## config.mk

```make
export PLATFORM = sky130hd
export DESIGN_NAME = mem_arbiter
export DESIGN_NICKNAME = d
export VERILOG_FILES = /design/src/rtl/mem_arbiter.sv
export SDC_FILE = /design/constraint.sdc
export NUM_CORES = 1
export LEC_CHECK = 0
export ABC_AREA = 1
export CORE_UTILIZATION = 45
export DETAILED_ROUTE_END_ITERATION = 7
export GPL_TIMING_DRIVEN = 0
export PLACE_DENSITY = 0.82
export SLEW_MARGIN = 10
export SYNTH_ARGS = -nofsm -noshare
export SYNTH_HDL_FRONTEND = slang
export SYNTH_SLANG_ARGS = --single-unit
export TNS_END_PERCENT = 10
```

## constraint.sdc

```tcl
create_clock -name clk_i -period 4.1 [get_ports clk_i]
set_input_delay 1.23 -clock clk_i [delete_from_list [all_inputs] [get_ports clk_i]]
set_output_delay 1.23 -clock clk_i [all_outputs]
set_load 0.03 [all_outputs]
```

## src/rtl/mem_arbiter.sv

```systemverilog
// Arbiter sharing one single-port memory between the fetch and data ports.
// One transaction at a time; alternating priority under contention, ack pulse on completion.
module mem_arbiter #(
  parameter int WIDTH     = 32,
  parameter int ADDRWIDTH = 32
) (
  input  logic                 clk_i,
  input  logic                 rst_n_i,
  input  logic                 if_req_i,
  input  logic [ADDRWIDTH-1:0] if_addr_i,
  output logic [WIDTH-1:0]     if_rdata_o,
  output logic                 if_ack_o,
  input  logic [1:0]           dm_ctrl_i,
  input  logic [ADDRWIDTH-1:0] dm_addr_i,
  input  logic [WIDTH-1:0]     dm_wdata_i,
  output logic [WIDTH-1:0]     dm_rdata_o,
  output logic                 dm_ack_o,
  output logic                 stall_o,
  output logic                 mem_req_o,
  output logic                 mem_we_o,
  output logic [ADDRWIDTH-1:0] mem_addr_o,
  output logic [WIDTH-1:0]     mem_wdata_o,
  input  logic [WIDTH-1:0]     mem_rdata_i,
  input  logic                 mem_ready_i
);

  typedef enum logic [1:0] {IDLE, IBUSY, DBUSY, RESP} state_t;

  state_t                 state_q;
  logic                   last_d_q;
  logic                   mem_req_q;
  logic                   mem_we_q;
  logic [ADDRWIDTH-1:0]   mem_addr_q;
  logic [WIDTH-1:0]       mem_wdata_q;
  logic [WIDTH-1:0]       if_rdata_q;
  logic [WIDTH-1:0]       dm_rdata_q;
  logic                   if_ack_q;
  logic                   dm_ack_q;
  logic                   dm_req;

  assign dm_req = |dm_ctrl_i;

  always_ff @(posedge clk_i or negedge rst_n_i) begin
    if (!rst_n_i) begin
      state_q     <= IDLE;
      last_d_q    <= 1'b0;
      mem_req_q   <= 1'b0;
      mem_we_q    <= 1'b0;
      mem_addr_q  <= '0;
      mem_wdata_q <= '0;
      if_rdata_q  <= '0;
      dm_rdata_q  <= '0;
      if_ack_q    <= 1'b0;
      dm_ack_q    <= 1'b0;
    end else begin
      if_ack_q <= 1'b0;
      dm_ack_q <= 1'b0;
      case (state_q)
        IDLE: begin
          // Data wins unless the fetch port is also waiting and data had the last grant.
          if (dm_req && (!if_req_i || !last_d_q)) begin
            state_q     <= DBUSY;
            mem_req_q   <= 1'b1;
            mem_we_q    <= dm_ctrl_i[1];
            mem_addr_q  <= dm_addr_i;
            mem_wdata_q <= dm_wdata_i;
          end else if (if_req_i) begin
            state_q     <= IBUSY;
            mem_req_q   <= 1'b1;
            mem_we_q    <= 1'b0;
            mem_addr_q  <= if_addr_i;
            mem_wdata_q <= '0;
          end
        end
        IBUSY: begin
          if (mem_ready_i) begin
            mem_req_q  <= 1'b0;
            if_rdata_q <= mem_rdata_i;
            last_d_q   <= 1'b0;
            if_ack_q   <= 1'b1;
            state_q    <= RESP;
          end
        end
        DBUSY: begin
          if (mem_ready_i) begin
            mem_req_q <= 1'b0;
            // A 2'b11 control was issued as a write, so nothing is captured for it either.
            if (!mem_we_q) dm_rdata_q <= mem_rdata_i;
            last_d_q  <= 1'b1;
            dm_ack_q  <= 1'b1;
            state_q   <= RESP;
          end
        end
        RESP:    state_q <= IDLE;
        default: state_q <= IDLE;
      endcase
    end
  end

  assign mem_req_o   = mem_req_q;
  assign mem_we_o    = mem_we_q;
  assign mem_addr_o  = mem_addr_q;
  assign mem_wdata_o = mem_wdata_q;
  assign if_rdata_o  = if_rdata_q;
  assign dm_rdata_o  = dm_rdata_q;
  assign if_ack_o    = if_ack_q;
  assign dm_ack_o    = dm_ack_q;

  // The acked port sees its stall drop in the ack cycle so the pipeline steps once.
  assign stall_o = (if_req_i & ~if_ack_q) | (dm_req & ~dm_ack_q);

endmodule

```

Word-level counts from Yosys, hierarchy flattened
Cells that the tools add are included.
{"block": "classes", "n_eq_ne": 7, "mux": 19, "n_bitwise": 6, "reduce_logical": 16}
{"cell": "two-way mux 32 bit", "count": 4}
{"cell": "two-way mux 1 bit", "count": 9}
{"cell": "AND reduction 3 bit", "count": 3}
{"cell": "two-way mux 2 bit", "count": 3}
{"cell": "one-hot mux 2 bit (3 select lines)", "count": 1}
{"cell": "AND reduction 2 bit", "count": 3}
{"cell": "nonzero test 2 bit", "count": 3}
{"cell": "== test 2 bit (second input constant)", "count": 2}
{"cell": "!= test 2 bit (second input constant)", "count": 2}
{"cell": "one-hot mux 1 bit (2 select lines)", "count": 2}
{"cell": "OR reduction 2 bit", "count": 2}
{"cell": "!= test 3 bit (second input constant)", "count": 1}
{"cell": "inverter 1 bit", "count": 3}
{"cell": "bitwise AND 1 bit", "count": 2}
{"cell": "== test 2 x 1 -> 1 bit (second input constant)", "count": 1}
{"cell": "logical NOT 1 bit", "count": 2}
{"cell": "logical NOT 2 bit", "count": 1}
{"cell": "!= test 2 x 1 -> 1 bit (second input constant)", "count": 1}
{"cell": "logical AND 1 bit", "count": 1}
{"cell": "logical OR 1 bit", "count": 1}
{"cell": "bitwise OR 1 bit", "count": 1}
{"block": "word_totals", "ff_bits": 135, "input_bits": 134, "out_inout_bits": 133, "elab_cells": 58}

Depth between registers and ports, before layout
Gate-level depths: netlist (run 1).
{"block": "logic_depth", "ltp_word": 5, "depth_mapped": 8}

Least setup slack after synthesis (run 1)
OpenSTA, ideal clock, no wires.
{"block": "synth_timing", "path_kind": "in2out", "start": "input if_req_i", "end": "output stall_o", "arrival_ns": 1.778, "t_required_ns": 2.870, "path_slack_ns": 1.092, "stages": 2, "cell_sequence": "inv_1 o22ai_1"}
{"block": "synth_between", "elab_chain_len": 2}
{"item": "start, declared", "line_no": "9", "rtl": "input logic if_req_i,"}
{"item": "bitwise AND 1 bit", "line_no": "110", "rtl": "assign stall_o = (if_req_i & ~if_ack_q) | (dm_req & ~dm_ack_q);"}
{"item": "bitwise OR 1 bit", "line_no": "110"}
{"item": "end, declared", "line_no": "18", "rtl": "output logic stall_o,"}
Every way passes these cells.

Worst setup path in the final report (run 1)
{"block": "layout_timing", "start": "input dm_ctrl_i[1]", "end": "output stall_o"}
{"block": "layout_between", "elab_chain_len": 3}
{"item": "start, declared", "line_no": "13", "rtl": "input logic [1:0] dm_ctrl_i,"}
{"item": "OR reduction 2 bit", "line_no": "41", "rtl": "assign dm_req = |dm_ctrl_i;"}
{"item": "bitwise AND 1 bit", "line_no": "110"}
{"item": "bitwise OR 1 bit", "line_no": "110"}
Every way passes these cells.

==> results.md, run 1 <==
- Outcome: finished, final reports clean
- Synth Flop Type: dfrtp_1
- Clock Path Buffers: 2
- Vias per Instance: between 4 and 5
- Layout area overhead: 58.81%
- Post-Syn Instances: 673
- Worst VDD drop: 0.4004 mV
- Critical path required time: 2.87 ns
- Hold EP: dm_rdata_o[25]$_DFFE_PN0P_
- Crit-path max cell delay: between 0.7 and 0.8 ns
- Synth Area in Adders: 0.008375
- Fin Clk Skew: 0.009782 ns
- Die area: 13740 um2
- Most numerous cell in the Yosys netlist: nand2_1
- Number of port buffers: between 200 and 300
- I/O pin count: around 270
- Core ar.: 12770 um2
- Final Hold Viols: 0
- DR pass1 iterations: 4
- Antenna viol nets, final: 0
- Antenna violations before repair: 0
- Max Fclk: between 200 and 300 MHz
- Reg2reg end: if_rdata_o[20]$_DFFE_PN0P_
- Ratio of cells with drive above 1 in the final layout: 0.1061
- DRC Markers: 0
- CP arrival: 2.70 ns
- DR vias: 5428
- CTS root buf: clkbuf_16
- Avg Inst Size Synth: roughly 9 um2
- Clock sinks: approximately 140
- Die W: ~120 um
- Initial Util: 0.4678
- R2R Path Start: state_q[1]$_DFFE_PN0P_
- Compound-Gate Fraction of Synth Area: 0.1039
- Post-DP Area: 8882 um2
- Largest net degree at the start of global routing: 69
- Synth warn: 0
- Final HPWL from detailed placement: 12450 um
- Synthesized flop and latch total: 135
- CTS Buf Count: 17
- First-pass GRT wire length: 26100 um
- Worst hold slack: 0.4774 ns
- Crit path buf inv count: 2
- Final Critical Period: a little under 4 ns
- Post-synth top area share: 0.5653
- Worst skew pair latency: 0.41 ns
- Post-synth top area cell: dfrtp_1
- HP Start: dm_rdata_o[25]$_DFFE_PN0P_
- Maximum net fanout on the critical path: 4
- Worst-path cell chain: clkdlybuf4s50_1, nor2_2, o22ai_1, clkdlybuf4s50_1
- CTS resizes: 0
- # Post-CTS Setup Buffers: 0
- Post-Synth Simple-Gate Area: 0.2303
- Post-synth cell types: 20
- Total GRT Usage: 0.2527
- Final setup viols: 0
- FFs w/ async S/R, synth: 1.000
- Ant diodes: 0
- Hold Path Class: register to register
- Worst reg2reg path depth: 6
- Mux cell area share after synthesis: 0
- Post-Layout Cell Count: about 1100
- Clock H-tree levels: 4
- Cell Pwr Density: 830.9 nW/um2
- CP startpoint kind: primary input
- Rel. slew slack: 0.5866
- Critical path capture point type: primary output
- Post-Syn Nets: 811
- Synth top cells by count: 245 x nand2_1, 135 x dfrtp_1, 76 x inv_1, 59 x o21ai_0, 36 x nand3_1
- Max-slew violations: 0
- Crit path kind: primary input to primary output
- DRT iter0 DRCs: 269
- GRT Residual Overflow: 0
- Slowest CP cell: clkdlybuf4s50_1
- Final RePlAce weighted congestion: 0.7922
- R2r setup slk: 2.50 ns
- Fin nets: between 1000 and 1500
- WL per Instance: 14.75 um
- CTS tree: yes
- Std-Cell Rows: 41
- Worst-Margin Slew: 0.6201 ns
- Unrepaired setup endpoints after global routing: no
- Design area: between 9000 and 10000 um2
- Die Y: 117.2 um
- Mapped cell area: 5976 um2
- Main combinational cell family by area after synthesis: simple AND/OR/NAND/NOR gates
- Max-cap check violation count: 0
- Synth Area in XOR/XNOR: 0
- Vias in the first global route: between 5000 and 6000
- Delay-heaviest family, CP: buffers and inverters
- CP dominant cell by count: clkdlybuf4s50_1
- LEAKAGE: ~0.0046 uW
- Post-synth EDFFs: 0
- Synth area leaders: dfrtp_1 57%, nand2_1 15%, o21ai_0 4.9%
- Placed insts: 1112
- Routed Wire Length: 16860 um
- Sequential area share after synthesis: 0.5653
- Hold depth: 2
- Crit share post-route: 0.9593
- CTS Hold Bufs: 0
- Worst-path clk slew: 0.05 ns
-- state kept, by name, indices dropped and copies added (netlist names) --
register,count
mem_we_o,1
dm_ack_o,1
mem_req_o,1
state_q,2
dm_rdata_o,32
mem_addr_o,32
mem_wdata_o,32
if_rdata_o,32
if_ack_o,1
last_d_q,1
-- worst register-to-register path, stage by stage, from the launching register on --
cell	delay, ns
dfrtp_1	0.36
inv_1	0.08
ha_1	0.18
nand2_1	0.09
buf_2	0.21
clkbuf_1	0.38
o21ai_0	0.16
-- worst max-delay path by stage --
stage / start / end / slack [ns] / depth (start not counted)
floorplan: if_req_i / stall_o / 1.09 / 2
global placement: rst_n_i / mem_addr_o[10]$_DFFE_PN0P_ / -3.59 / 1
detailed placement: dm_ctrl_i[1] / stall_o / 0.16 / 4
CTS: dm_ctrl_i[1] / stall_o / 0.16 / 4
global route: dm_ctrl_i[1] / stall_o / 0.12 / 4
finish: dm_ctrl_i[1] / stall_o / 0.17 / 4
-- layout make-up --
type	count	area (um2)
Sequential cell	135	3378
Clock inverter	8	120.1
Tap cell	172	215.2
Multi-Input combinational cell	421	2047
Inverter	78	292.8
Buffer	39	257.7
Fill cell	944	3283
Timing Repair Buffer	267	2691
Clock buffer	23	488.0
-- through the flow --
stage | setup WS, ns | power, uW | utilization | setup TNS [ns]
final | 0.1670 | 7886 | 0.7430 | 0
after global routing | 0.1227 | 8354 | 0.7430 | 0
after CTS | 0.1637 | 7946 | 0.7430 | 0
after detailed placement | 0.1637 | 6360 | 0.6954 | 0
after global placement | -3.590 | 6286 | 0.6931 | -483.57
after floorplan | 1.092 | 4613 | - | 0
-- placed cells by master, fill, tap and decap left out --
cell type        instances
clkdlybuf4s50_1        265
nand2_1                245
dfrtp_1                135
inv_1                   76
o21ai_0                 59
nand3_1                 36
o21ai_2                 33
nand3b_1                32
buf_2                   18
clkbuf_16               17
buf_6                   11
clkbuf_1                 8
o21ai_1                  6
ha_1                     4
clkbuf_8                 4
buf_4                    3
clkinv_2                 3
bufinv_16                3
nand2_2                  2
inv_2                    2
clkbuf_2                 2
clkinvlp_4               2
nor2_2                   1
o22ai_1                  1
nand2_4                  1
or2_1                    1
buf_16                   1
-- power by group --
part / internal [uW] / switching (uW)
Sequential: 1940 / 331
Clock: 1010 / 545
Combinational: 1620 / 2430
Total: 4580 / 3300
-- cells by family after synthesis --
logic type	Yosys count
buffers and inverters	117
and+or+nand+nor	318
AOI/OAI and AO/OA	99
DFF	135
adders and majority gates	4
-- per-layer routing --
metal | wire length, um | global-route usage | share of wire
met5 | 0 | 0 | 0
met2 | 8506 | 0.4333 | 0.50
met4 | 381 | 0.1063 | 0.023
met3 | 1284 | 0.07621 | 0.076
met1 | 6684 | 0.2941 | 0.40
(Power assumes the default switching activity.)
==> inputs of run 2 (changes only) <==
--- a/config.mk
+++ b/config.mk
@@ -7,6 +7,7 @@
 export LEC_CHECK = 0
 export ABC_AREA = 1
 export CORE_UTILIZATION = 45
+export CTS_CLUSTER_DIAMETER = 120
 export DETAILED_ROUTE_END_ITERATION = 7
 export GPL_TIMING_DRIVEN = 0
 export PLACE_DENSITY = 0.82
==> results of run 2 <==
Final layout, timing and power as in run 1 (identical DEF).
